File: src/rtl/shift_register_param.sv
// Parametrised serial shifter: parallel load via valid/ready, WIDTH bits per frame,
// MSB- or LSB-first, rotate or shift (deserialise) mode, captured word at frame end.
module shift_register_param #(
  parameter int unsigned WIDTH = 16
) (
  input  logic             clock,
  input  logic             reset_n,
  input  logic [WIDTH-1:0] I,
  input  logic             load_valid,
  output logic             load_ready,
  input  logic             dir,
  input  logic             rotate,
  input  logic             serial_in,
  input  logic             shift_en,
  output logic             shift_out,
  output logic             shift_valid,
  output logic             last,
  output logic             busy,
  output logic             done,
  output logic [WIDTH-1:0] rx_data
);

  localparam int unsigned CNT_W = $clog2(WIDTH);

  typedef enum logic [0:0] {StIdle, StShift} state_e;

  state_e             state_q, state_d;
  logic [WIDTH-1:0]   sr_q, sr_d;
  logic [CNT_W-1:0]   cnt_q, cnt_d;
  logic               dir_q, dir_d;
  logic               rot_q, rot_d;
  logic [WIDTH-1:0]   rx_q, rx_d;
  logic               done_q, done_d;

  logic               active;
  logic               out_bit;
  logic               fill;
  logic               consume;
  logic               is_last;
  logic               frame_end;
  logic               ready;
  logic               accept;
  logic [WIDTH-1:0]   shifted;

  // Datapath decode: current bit, fill bit, handshake and the post-shift word.
  always_comb begin
    active    = (state_q == StShift);
    out_bit   = dir_q ? sr_q[0] : sr_q[WIDTH-1];
    fill      = rot_q ? out_bit : serial_in;
    consume   = active & shift_en;
    is_last   = active & (cnt_q == CNT_W'(WIDTH - 1));
    frame_end = is_last & shift_en;
    // A load may land on the last-consume edge, giving back-to-back frames.
    ready     = ~active | frame_end;
    accept    = load_valid & ready;
    shifted   = dir_q ? {fill, sr_q[WIDTH-1:1]} : {sr_q[WIDTH-2:0], fill};
  end

  // Next-state: consume advances the frame; a load accept overrides it.
  always_comb begin
    state_d = state_q;
    sr_d    = sr_q;
    cnt_d   = cnt_q;
    dir_d   = dir_q;
    rot_d   = rot_q;
    rx_d    = rx_q;
    done_d  = frame_end;
    if (consume) begin
      sr_d  = shifted;
      cnt_d = cnt_q + CNT_W'(1);
      if (frame_end) begin
        state_d = StIdle;
        rx_d    = shifted;
      end
    end
    if (accept) begin
      state_d = StShift;
      sr_d    = I;
      dir_d   = dir;
      rot_d   = rotate;
      cnt_d   = '0;
    end
  end

  // State registers with asynchronous active-low reset.
  always_ff @(posedge clock or negedge reset_n) begin
    if (!reset_n) begin
      state_q <= StIdle;
      sr_q    <= '0;
      cnt_q   <= '0;
      dir_q   <= 1'b0;
      rot_q   <= 1'b0;
      rx_q    <= '0;
      done_q  <= 1'b0;
    end else begin
      state_q <= state_d;
      sr_q    <= sr_d;
      cnt_q   <= cnt_d;
      dir_q   <= dir_d;
      rot_q   <= rot_d;
      rx_q    <= rx_d;
      done_q  <= done_d;
    end
  end

  // Outputs; shift_out is forced low outside a frame.
  always_comb begin
    load_ready  = ready;
    shift_out   = active & out_bit;
    shift_valid = active;
    busy        = active;
    last        = is_last;
    done        = done_q;
    rx_data     = rx_q;
  end

endmodule

File: config.mk
export PLATFORM = sky130hd
export DESIGN_NAME = shift_register_param
export DESIGN_NICKNAME = d
export VERILOG_FILES = /design/src/rtl/shift_register_param.sv
export SDC_FILE = /design/constraint.sdc
export NUM_CORES = 1
export LEC_CHECK = 0
export BUFFER_PORTS_ARGS = -buffer_cell sky130_fd_sc_hd__buf_2
export CAP_MARGIN = 10
export CORE_MARGIN = 3
export CORE_UTILIZATION = 58
export CTS_CLUSTER_SIZE = 25
export DETAILED_ROUTE_END_ITERATION = 7
export GPL_ROUTABILITY_DRIVEN = 0
export PLACE_DENSITY = 0.84
export SETUP_SLACK_MARGIN = 0.02
export SLEW_MARGIN = 20
export SYNTH_ARGS = -nofsm -noshare
export SYNTH_HDL_FRONTEND = slang
export SYNTH_SLANG_ARGS = --single-unit
File: constraint.sdc
create_clock -name clock -period 5.5 [get_ports clock]
set_clock_uncertainty 0.1 [all_clocks]
set_input_delay 0 -clock clock [delete_from_list [all_inputs] [get_ports clock]]
set_output_delay 0 -clock clock [all_outputs]
set_load 0.05 [all_outputs]
==> reports/results.tsv <==
stage	metric	value	unit
outcome	outcome	complete, no violations	
setup_path	cp-end-kind	output pin	
final_layout	stdcell_count	317	
die	die_area	0.004295	mm2
route	drc	0	
logic_synthesis	synth_edf_count	0	
setup_path	arrival	2900	ps
setup_path	worstSetupPathType	reg -> out	
route	post_drt_via_cell_ratio	5.464	
route	wl_met1	2.124	mm
timing	worstMarginPinSlew	946.5	ps
die	core	0.003203	mm2
route	wl_met3	211	um
die	die_w	65.54	um
logic_synthesis	ys_seq_area_share	48.69	%
cts	ctsResizeCount	0	
final_layout	multi_input_area	955.9	um2
logic_synthesis	syn_nets	237	
timing	finalHoldViolCount	0	
final_layout	drive_gt1_share	22.71	%
timing	setup_viol_count_final	0	
setup_path	worstReg2RegEnd	rx_data[15]	
worst_hold_path	min_path_type	in -> reg	
grt	antenna_found_initial	0	
final_layout	fill_cells	215	
worst_hold_path	hold_path_end	cnt_q[3]	
die	row_count	20	
run	maxCapViolations	0	
final_layout	n_antenna_cell	0	
die	start_util	64.18	%
setup_path	ff2ff_setup_slack	2940	ps
grt	grt_pass1_wl	7.638	mm
timing	post-route-period-util	54.55	%
logic_synthesis	yosys_warnings	0	
route	drtIter0Drc	125	
route	top_layer_used	met4	
route	wl_per_cell	14.89	um
logic_synthesis	synth_area_per_cell	9.651	um2
timing	drv_slew	0	
route	via_count	1732	
timing	maxSlewHeadroom	36.75	%
timing	period_minus_slack	3000	ps
setup_path	crit_fanout	34	
pwr	powerDensity	527.0	mW/mm2
cts	path_clk_slew	120	ps
die	die_h	65.54	um
logic_synthesis	synthCells	213	
grt	grt_pass1_vias	1609	
cts	cts_root_buf	clkbuf_4	
worst_hold_path	whs_path_depth	3	
cts	tritoncts	yes	
die	ios	45	
worst_hold_path	hold_start	shift_en	
place	io_buffers	44	
route	wl_met2	2.299	mm
final_layout	final_util	80.90	%
grt	track_usage	23.57	%
place	hpwl	2.945	mm
setup_path	r2r-start	busy	
cts	cts_made_buffers	5	
timing	fin_ws	2500	ps
cts	ctsLongestPathBuffers	2	
timing	rsz0062_at_grt	no	
setup_path	required	5400	ps
pwr	p_leak	1.243	nW
cts	clk_latency	370	ps
cts	htree_levels	2	
timing	fin_tns_setup	0	ps
setup_path	reg2regPathDepth	3	
pwr	vdd.ir_drop.worst	0.3147	mV
route	routed_wl	4.720	mm
final_layout	num-nets-final	296	
logic_synthesis	syn_area	0.002056	mm2
final_layout	seq_area	0.001001	mm2
logic_synthesis	ys_types	27	
place	dp.cells	287	
logic_synthesis	ys_ff_latch	40	
place	dpl_worst_slack	2986	ps
route	ant_nets	0	
timing	fmax	333.3	MHz
setup_path	cp-start-kind	flop	
cts	cts_sinks	40	
route	dr.pass1.iters	4	
final_layout	syn_to_final_growth	26.05	%
grt	grt_overflow	0	
logic_synthesis	async_flop_share	100.0	%
logic_synthesis	synth_top_flop_cell	dfrtp_1	
grt	grt_max_degree	41	
## flip-flops by register name, indices dropped and copies added, names as in the netlist
| name | cells |
|---|---|
| rot_q | 1 |
| done | 1 |
| cnt_q | 4 |
| dir_q | 1 |
| busy | 1 |
| sr_q | 16 |
| rx_data | 16 |
## where the power goes
| part | switching (W) | total (W) | internal [W] |
|---|---|---|---|
| Combinational | 0.000340 | 0.000561 | 0.000221 |
| Sequential | 0.000112 | 0.000516 | 0.000404 |
| Clock | 0.000102 | 0.000289 | 0.000187 |
| Total | 0.000554 | 0.00137 | 0.000812 |
## worst max-delay path, stage by stage, from the launching register on
cell and delay, ps:
dfrtp_1 490, and2_1 670, nand2_1 760, nand2_1 310, buf_2 300
## cell usage in the layout, fill, tap and decap left out
cell type      count
a21oi_1           14
a31o_4             1
and2_1             2
and3_1             1
buf_2             44
buf_4              1
bufinv_16          3
clkbuf_4           5
dfrtp_1           40
dlygate4sd3_1     22
ha_1               1
inv_1              1
mux2_2             3
mux2_4             2
mux2i_1           17
nand2_1           37
nand2b_1           3
nand3_1            3
nand4_1            1
nor2_1            17
nor2_2             1
nor2b_1           16
o21a_1             2
o21ai_0           16
o21ai_1            3
o221ai_2           2
o31ai_1           14
xor2_1             1
## metrics by stage
| stage | instance area [um2] | power [W] | hold slack, ps |
|---|---|---|---|
| 2_1_floorplan | 2056 | 0.0009309 | -395.6 |
| 3_3_place_gp | 2243 | 0.001040 | 67.17 |
| 3_5_place_dp | 2243 | 0.001055 | 58.02 |
| 4_1_cts | 2591 | 0.001364 | 42.49 |
| 5_1_grt | 2591 | 0.001433 | 102.4 |
| 6_report | 2591 | 0.001366 | 82.42 |
## cell usage after synthesis, types with 3 or more instances
cell | number | area [um2]
dfrtp_1 | 40 | 1001
mux2i_1 | 17 | 170.2
nand3_1 | 3 | 15.01
o21ai_0 | 16 | 80.08
nand2b_1 | 3 | 18.77
o21ai_1 | 3 | 15.01
mux2_2 | 3 | 33.78
nor2_1 | 17 | 63.81
nor2b_1 | 16 | 100.1
nand2_1 | 37 | 138.9
buf_2 | 7 | 35.03
buf_4 | 4 | 30.03
a21oi_1 | 14 | 70.07
o31ai_1 | 14 | 105.1
## logic make-up (layout without fill, tap and decap cells)
group | count (synthesis) | in the layout | share of synthesized area [%]
AND/OR/NAND/NOR | 81 | 81 | 17.89
AO/OA/AOI/OAI | 52 | 52 | 16.19
flip-flops | 40 | 40 | 48.69
multiplexers | 22 | 22 | 11.38
buffers and inverters | 16 | 76 | 4.808
adder cells (fa/ha/maj) | 1 | 1 | 0.6085
XOR/XNOR | 1 | 1 | 0.4261
## layout make-up
| class | instances | area share [%] |
|---|---|---|
| sequential | 40 | 38.63 |
| multi-input combinational | 157 | 36.89 |
| timing repair buffer | 67 | 17.29 |
| clock inverter | 3 | 3.477 |
| tap | 44 | 2.125 |
| clock buffer | 5 | 1.449 |
| inverter | 1 | 0.1449 |
## timing repair
item	4_1_cts	5_1_grt
buffers inserted	0	0
hold endpoints to repair	60	0
hold buffers	22	0
## how the worst max path moves through the flow
stage               from          to  depth (start not counted)
finish              busy  load_ready                          4
global route        busy  load_ready                          4
CTS                 busy  load_ready                          4
floorplan           busy        busy                          5
global placement    busy  load_ready                          4
detailed placement  busy  load_ready                          4
## layer usage
metal / up-vias / GRT usage (%)
li1: 853 / -
met1: 815 / 30.98
met2: 55 / 37.80
met3: 9 / 4.615
met4: 0 / 10.36
met5: - / 0
Note: power is estimated with default switching activity, not from simulation.
